<file path="config.mk">
export PLATFORM = sky130hd
export DESIGN_NAME = traffic_phase_ctrl
export DESIGN_NICKNAME = d
export VERILOG_FILES = /design/src/rtl/traffic_pkg.sv /design/src/rtl/bcd_down_counter.sv /design/src/rtl/traffic_phase_ctrl.sv
export SDC_FILE = /design/constraint.sdc
export NUM_CORES = 1
export LEC_CHECK = 0
export ABC_AREA = 1
export CAP_MARGIN = 20
export CELL_PAD_IN_SITES_DETAIL_PLACEMENT = 0
export CELL_PAD_IN_SITES_GLOBAL_PLACEMENT = 2
export CORE_MARGIN = 10
export CORE_UTILIZATION = 26
export CTS_CLUSTER_DIAMETER = 60
export CTS_CLUSTER_SIZE = 25
export DETAILED_ROUTE_END_ITERATION = 10
export PLACE_DENSITY = 0.74
export SLEW_MARGIN = 15
export SYNTH_ARGS = -nofsm -noshare
export SYNTH_HDL_FRONTEND = slang
export SYNTH_SLANG_ARGS = --single-unit
export TNS_END_PERCENT = 20
</file>
<file path="constraint.sdc">
create_clock -name clk -period 1.8 [get_ports clk]
set_clock_uncertainty 0.2 [all_clocks]
set_input_delay 0.27 -clock clk [delete_from_list [all_inputs] [get_ports clk]]
set_output_delay 0.27 -clock clk [all_outputs]
set_load 0.01 [all_outputs]
</file>
<file path="src/rtl/traffic_pkg.sv">
// -----------------------------------------------------------------------------
// traffic_pkg
// Purpose : Shared types and constants for the traffic phase controller:
//           phase enumeration, lamp encodings, default phase durations and a
//           binary-to-BCD helper.
// Config  : NIGHT_MODE_EN adds the FLASH phase to the enumeration.
// -----------------------------------------------------------------------------
package traffic_pkg;

    localparam int unsigned LIGHT_W = 3;
    localparam int unsigned BCD_W   = 8;

    typedef enum logic [2:0] {
        NS_GREEN  = 3'd0,
        NS_YELLOW = 3'd1,
        ALL_RED_1 = 3'd2,
        EW_GREEN  = 3'd3,
        EW_YELLOW = 3'd4,
        ALL_RED_2 = 3'd5,
        WALK      = 3'd6
`ifdef NIGHT_MODE_EN
        , FLASH   = 3'd7
`endif
    } phase_e;

    // Lamp encodings, {R,Y,G}
    localparam logic [LIGHT_W-1:0] LIGHT_R   = 3'b100;
    localparam logic [LIGHT_W-1:0] LIGHT_Y   = 3'b010;
    localparam logic [LIGHT_W-1:0] LIGHT_G   = 3'b001;
    localparam logic [LIGHT_W-1:0] LIGHT_OFF = 3'b000;

    // Default durations in seconds
    localparam int unsigned DEF_T_NS_GREEN = 30;
    localparam int unsigned DEF_T_EW_GREEN = 20;
    localparam int unsigned DEF_T_YELLOW   = 3;
    localparam int unsigned DEF_T_ALL_RED  = 2;
    localparam int unsigned DEF_T_WALK     = 10;

    // Two-digit BCD of a value in 0..99
    function automatic logic [BCD_W-1:0] to_bcd(input int unsigned v);
        return {4'(v / 10), 4'(v % 10)};
    endfunction

endpackage

</file>
<file path="src/rtl/bcd_down_counter.sv">
// -----------------------------------------------------------------------------
// bcd_down_counter
// Purpose : Two-digit BCD countdown register with synchronous load and
//           decrement. Load has priority over decrement; the count holds at 00.
// Ports   : clk       rising-edge clock
//           rst       asynchronous active-low reset (count <= RESET_VAL)
//           load      load value on the next edge
//           value     BCD value to load {tens,units}
//           dec       decrement by one on the next edge
//           count     registered BCD count {tens,units}
// -----------------------------------------------------------------------------
module bcd_down_counter
    import traffic_pkg::*;
#(
    parameter logic [BCD_W-1:0] RESET_VAL = 8'h00
) (
    input  logic             clk,
    input  logic             rst,
    input  logic             load,
    input  logic [BCD_W-1:0] value,
    input  logic             dec,
    output logic [BCD_W-1:0] count
);

    logic [3:0] tens_q, tens_d;
    logic [3:0] units_q, units_d;

    // Next count: load, else BCD decrement with borrow from tens
    always_comb begin
        tens_d  = tens_q;
        units_d = units_q;
        if (load) begin
            tens_d  = value[7:4];
            units_d = value[3:0];
        end else if (dec) begin
            if (units_q != 4'd0) begin
                units_d = units_q - 4'd1;
            end else if (tens_q != 4'd0) begin
                tens_d  = tens_q - 4'd1;
                units_d = 4'd9;
            end
        end
    end

    always_ff @(posedge clk or negedge rst) begin
        if (!rst) begin
            tens_q  <= RESET_VAL[7:4];
            units_q <= RESET_VAL[3:0];
        end else begin
            tens_q  <= tens_d;
            units_q <= units_d;
        end
    end

    assign count = {tens_q, units_q};

endmodule

</file>
<file path="src/rtl/traffic_phase_ctrl.sv">
// -----------------------------------------------------------------------------
// traffic_phase_ctrl
// Purpose : Two-road intersection phase controller with pedestrian walk phase
//           and a BCD seconds-remaining display.
// Config  : NIGHT_MODE_EN adds the night input and the flashing-yellow phase.
// Ports   : clk        rising-edge clock
//           rst        asynchronous active-low reset
//           sec_tick   one-cycle pulse per second
//           ped_req    pedestrian button (level or pulse)
//           night      night-mode request (NIGHT_MODE_EN only)
//           ns_light   north-south lamps {R,Y,G}
//           ew_light   east-west lamps {R,Y,G}
//           walk       pedestrian walk lamp
//           ped_ack    one-cycle pulse on walk-phase entry
//           remain_10  BCD tens of seconds left
//           remain_1   BCD units of seconds left
// -----------------------------------------------------------------------------
module traffic_phase_ctrl
    import traffic_pkg::*;
#(
    parameter int unsigned T_NS_GREEN = DEF_T_NS_GREEN,
    parameter int unsigned T_EW_GREEN = DEF_T_EW_GREEN,
    parameter int unsigned T_YELLOW   = DEF_T_YELLOW,
    parameter int unsigned T_ALL_RED  = DEF_T_ALL_RED,
    parameter int unsigned T_WALK     = DEF_T_WALK
) (
    input  logic               clk,
    input  logic               rst,
    input  logic               sec_tick,
    input  logic               ped_req,
`ifdef NIGHT_MODE_EN
    input  logic               night,
`endif
    output logic [LIGHT_W-1:0] ns_light,
    output logic [LIGHT_W-1:0] ew_light,
    output logic               walk,
    output logic               ped_ack,
    output logic [3:0]         remain_10,
    output logic [3:0]         remain_1
);

    phase_e             state_q, state_d;
    logic               ped_pend_q, ped_pend_d;
    logic [LIGHT_W-1:0] ns_q, ns_d;
    logic [LIGHT_W-1:0] ew_q, ew_d;
    logic               walk_q, walk_d;
    logic               ack_q, ack_d;
`ifdef NIGHT_MODE_EN
    logic               flash_q, flash_d;
`endif

    logic               expire;
    logic               cnt_load;
    logic               cnt_dec;
    logic [BCD_W-1:0]   cnt_val;
    logic [BCD_W-1:0]   cnt_q;

    // Phase duration in BCD; FLASH displays 00
    function automatic logic [BCD_W-1:0] phase_dur(input phase_e s);
        case (s)
            NS_GREEN:             return to_bcd(T_NS_GREEN);
            EW_GREEN:             return to_bcd(T_EW_GREEN);
            NS_YELLOW, EW_YELLOW: return to_bcd(T_YELLOW);
            ALL_RED_1, ALL_RED_2: return to_bcd(T_ALL_RED);
            WALK:                 return to_bcd(T_WALK);
            default:              return 8'h00;
        endcase
    endfunction

    // A phase ends only on the tick that arrives at count 01
    assign expire = sec_tick && (cnt_q == 8'h01);

    // Next phase, pedestrian latch and next registered outputs
    always_comb begin
        state_d    = state_q;
        ped_pend_d = ped_pend_q;
        ns_d       = LIGHT_R;
        ew_d       = LIGHT_R;
        walk_d     = 1'b0;
        ack_d      = 1'b0;
`ifdef NIGHT_MODE_EN
        flash_d    = flash_q;
`endif

        // Same-cycle request is visible to the ALL_RED_2 exit decision below
        if (ped_req && (state_q != WALK)) begin
            ped_pend_d = 1'b1;
        end

        case (state_q)
            NS_GREEN:  if (expire) state_d = NS_YELLOW;
            NS_YELLOW: if (expire) state_d = ALL_RED_1;
            ALL_RED_1: begin
                if (expire) begin
`ifdef NIGHT_MODE_EN
                    state_d = night ? FLASH : EW_GREEN;
`else
                    state_d = EW_GREEN;
`endif
                end
            end
            EW_GREEN:  if (expire) state_d = EW_YELLOW;
            EW_YELLOW: if (expire) state_d = ALL_RED_2;
            ALL_RED_2: begin
                if (expire) begin
                    state_d = ped_pend_d ? WALK : NS_GREEN;
`ifdef NIGHT_MODE_EN
                    if (night) state_d = FLASH;
`endif
                end
            end
            WALK:      if (expire) state_d = NS_GREEN;
`ifdef NIGHT_MODE_EN
            FLASH: begin
                if (sec_tick) begin
                    if (!night) state_d = ALL_RED_2;
                    else        flash_d = !flash_q;
                end
            end
`endif
            default:   state_d = ALL_RED_2;
        endcase

        if ((state_d == WALK) && (state_q != WALK)) begin
            ped_pend_d = 1'b0;
            ack_d      = 1'b1;
        end

`ifdef NIGHT_MODE_EN
        // Flashing starts with the lamps lit
        if ((state_d == FLASH) && (state_q != FLASH)) begin
            flash_d = 1'b1;
        end
`endif

        case (state_d)
            NS_GREEN:  ns_d = LIGHT_G;
            NS_YELLOW: ns_d = LIGHT_Y;
            EW_GREEN:  ew_d = LIGHT_G;
            EW_YELLOW: ew_d = LIGHT_Y;
            WALK:      walk_d = 1'b1;
`ifdef NIGHT_MODE_EN
            FLASH: begin
                ns_d = flash_d ? LIGHT_Y : LIGHT_OFF;
                ew_d = flash_d ? LIGHT_Y : LIGHT_OFF;
            end
`endif
            default: ;
        endcase

        // Load on every phase change, otherwise count down on ticks
        cnt_load = (state_d != state_q);
        cnt_val  = phase_dur(state_d);
        cnt_dec  = sec_tick && !cnt_load;
`ifdef NIGHT_MODE_EN
        if (state_q == FLASH) cnt_dec = 1'b0;
`endif
    end

    always_ff @(posedge clk or negedge rst) begin
        if (!rst) begin
            state_q    <= ALL_RED_2;
            ped_pend_q <= 1'b0;
            ns_q       <= LIGHT_R;
            ew_q       <= LIGHT_R;
            walk_q     <= 1'b0;
            ack_q      <= 1'b0;
`ifdef NIGHT_MODE_EN
            flash_q    <= 1'b0;
`endif
        end else begin
            state_q    <= state_d;
            ped_pend_q <= ped_pend_d;
            ns_q       <= ns_d;
            ew_q       <= ew_d;
            walk_q     <= walk_d;
            ack_q      <= ack_d;
`ifdef NIGHT_MODE_EN
            flash_q    <= flash_d;
`endif
        end
    end

    bcd_down_counter #(
        .RESET_VAL (to_bcd(T_ALL_RED))
    ) u_remain (
        .clk   (clk),
        .rst   (rst),
        .load  (cnt_load),
        .value (cnt_val),
        .dec   (cnt_dec),
        .count (cnt_q)
    );

    assign ns_light  = ns_q;
    assign ew_light  = ew_q;
    assign walk      = walk_q;
    assign ped_ack   = ack_q;
    assign remain_10 = cnt_q[7:4];
    assign remain_1  = cnt_q[3:0];

endmodule
</file>
==> key figures <==
Synthesis
  • Average size of a mapped cell: about 7.7 sq um
  • Yosys warnings: 0
  • Ranking of synthesized cells by area: dfrtp_1, dfstp_2, nand2_1, inv_1, nand3_1
  • Seq/Total Area, Yosys: 45.1%
  • Distinct cell type count after synthesis: 23
  • Syn Nets: between 150 and 200
  • Post-synthesis register bit count: 20
  • Post-Synthesis Cell Area: between 0.001 and 0.0015 sq mm
  • Area share of the largest cell type after synthesis: between 30% and 40%
  • Post-synth top area cell: dfrtp_1
  • Mapped Cells: 147

Global routing
  • Largest net degree at the start of global routing: 21
  • Antenna violations before repair: 0
  • GR Overflow Total: 0
  • Number of global-route vias before repair: roughly 1200
  • Total GRT Usage: under 10%
  • Global-route wire length before repair: about 5200 um

Detailed routing
  • Final ANT Viol Nets: 0
  • WL met2: around 1400 um
  • Drt total wl: ~3100 um
  • Pre-Repair DR Iteration Count: 5
  • Iter 0 DRT Violations: 26
  • Top Layer Used: met4
  • Met3 routed WL: around 180 um
  • DR vias/cell: around 4.3
  • Wire per inst: 11.9 um
  • WL met1: about 1500 um
  • Routed vias: between 1000 and 1500
  • Drt drc: 0

Worst setup path
  • Reg2reg path depth: 10
  • Crit Path Max Fanout: 5
  • CP Launch Type: register
  • Crit. End Element: register
  • Critical Path RT: approximately 1800 ps
  • Critical path class: register to register
  • CP arrival: 1910 ps

Placed design
  • Buffers on Ports: 19
  • Gpl congestion: about 0.83
  • DP HPWL: 2480 um
  • Cell Area, Placed: between 0.0015 and 0.002 sq mm

Die
  • Die Wd: 85.8 um
  • Rows: 23
  • Core area: a little over 0.004 sq mm
  • Die Y: ~86 um
  • Initial Util: between 20 and 30%
  • Io pins: 20
  • Die area: about 0.0074 sq mm

Status
  • Status: complete, but fails checks
  • Failing checks: negative setup slack

Power and ir drop
  • Flop pwr share: 25.4%
  • Logic pwr share: between 60 and 70%
  • P_leak: about 1.1 nW
  • Worst VDD drop: 0.000718 V
  • Int Power: approximately 1.8 mW
  • Clock power share: 10.0%
  • Sw power: 1.25 mW
  • Pwr Density: between 1500 and 2000 mW/mm^2
  • Sw Ratio: between 40% and 50%

Layout
  • Most frequent cells in the layout: buf_4, nand2_1, inv_1, dfrtp_1, nor2_1
  • Filler instances: ~420
  • Layout cells sized above 1: between 40% and 50%
  • Layout Nets: 218
  • Final instance area: between 0.0015 and 0.002 sq mm
  • Commonest non-fill, non-tap cell in the layout: buf_4
  • Number of diodes: 0
  • Syn-to-layout area delta: 68.7%

Timing
  • Post-layout min period: approximately 2000 ps
  • Final clock period utilization by the worst path: 109%
  • Slew headroom: 80.9%
  • Final WS setup: -166 ps
  • Maximum clock frequency: between 500 and 600 MHz
  • Sum Neg Setup Slack: -982 ps
  • Slew Limit Fails: 0
  • Hold Violations, Final: 0
  • Unrepaired setup endpoints after global routing: true
  • Final setup violation count: 12
  • Slew @ Worst Pin: between 200 and 300 ps

Job
  • # Max-Cap Violations: 0

Clock network
  • CTS tree: built
  • CTS root buffer: clkbuf_8
  • CTS clk-pin slew, worst paths: approximately 80 ps
  • Clk Latency, worst-skew pair: about 250 ps
  • Hold Buf Count CTS: 0
  • Number of buffers created by CTS: 3
  • CTS H-tree depth: 1
  • CTS Sinks: 20
  • Clk buf depth: 2

Min path
  • HP Class: input pin to asynchronous set/reset pin
Yosys cell counts:
master    count
o21ai_1       2
o21bai_1      1
nor2_1       17
inv_1        24
a21boi_0      1
xor2_1        4
nor3_1        1
a22oi_4       1
nand2_1      35
ha_1          2
nand3_2       1
o31ai_4       1
nor2_2        2
nand2_2       2
o21ai_0       8
dfstp_2       5
dfrtp_1      15
a21oi_1       3
nor4_1        1
inv_2         4
nand3_1      13
clkbuf_2      1
nand4_1       3
kinds of logic after synthesis:
logic type	after synthesis	share of synthesized area, %
simple gates	75	28.9
xor+xnor	4	3.11
flops	20	45.1
buf+inv	29	9.79
compound gates	17	10.9
fa+ha+maj	2	2.22
metrics by stage:
stage                     power [mW]  hold WS (ps)  setup WS (ps)  util, %  cells
final                           3.02           163           -166     46.4    261
after global routing            3.32           178           -353     46.4    261
after CTS                       2.91           168           -192     43.9    259
after detailed placement        2.51           406           -431     41.3    253
after global placement          2.49           393           -394     41.3    253
after floorplan                 1.58          -226           -120        -    147
power by group through the flow:
stage	Sequential [mW]	Combinational [mW]	Clock, mW
floorplan	0.820	0.763	0
global placement	0.763	1.73	0
detailed placement	0.763	1.75	0
CTS	0.765	1.83	0.313
global route	0.789	2.19	0.340
finish	0.766	1.95	0.303
cell type report:
class	count	area (sq um)	share of cell area [%]
multi-input combinational	98	668	35.2
timing repair buffer	61	510	26.9
sequential	20	507	26.7
inverter	28	105	5.54
tap	50	62.6	3.30
clock buffer	4	45.0	2.37
what timing repair did:
action                                  CTS  global route
pin swaps                                10             3
endpoints found under the setup margin   20            23
buffers inserted                          2             2
resized for setup                        16            22
final timing paths:
path | slack (ps) | end | from
setup reg to reg | -170 | u_remain.units_q[0] | state_q[0]
hold reg to reg | 400 | u_remain.units_q[2] | u_remain.units_q[2]
max in group asynchronous | 960 | state_q[0] | rst
hold / removal | 160 | walk | rst
setup / recovery | -170 | u_remain.units_q[0] | state_q[0]
min in group clk | 400 | u_remain.units_q[2] | u_remain.units_q[2]
routing by layer:
| layer | track usage (%) | vias up |
|---|---|---|
| li1 | - | 582 |
| met1 | 10.7 | 515 |
| met2 | 14.4 | 15 |
| met5 | 0 | - |
| met3 | 2.93 | 2 |
| met4 | 1.80 | 0 |
worst max-delay path: stages (launching register included):
cell and delay (ps):
dfstp_2 600, nor2_1 80, o21ai_0 260, a21boi_1 210
nand3_1 140, nand3_2 110, nand2_1 60, nand2_1 50
nand2_1 50, nand2_1 50, nand2_1 40
sequential cells by signal (all words and copies together) (netlist names):
register / count
ped_ack: 1
u_remain.units_q: 4
state_q: 3
walk: 1
ns_light: 3
ew_light: 3
u_remain.tens_q: 4
ped_pend_q: 1
Power figures use the tool's default switching activity.
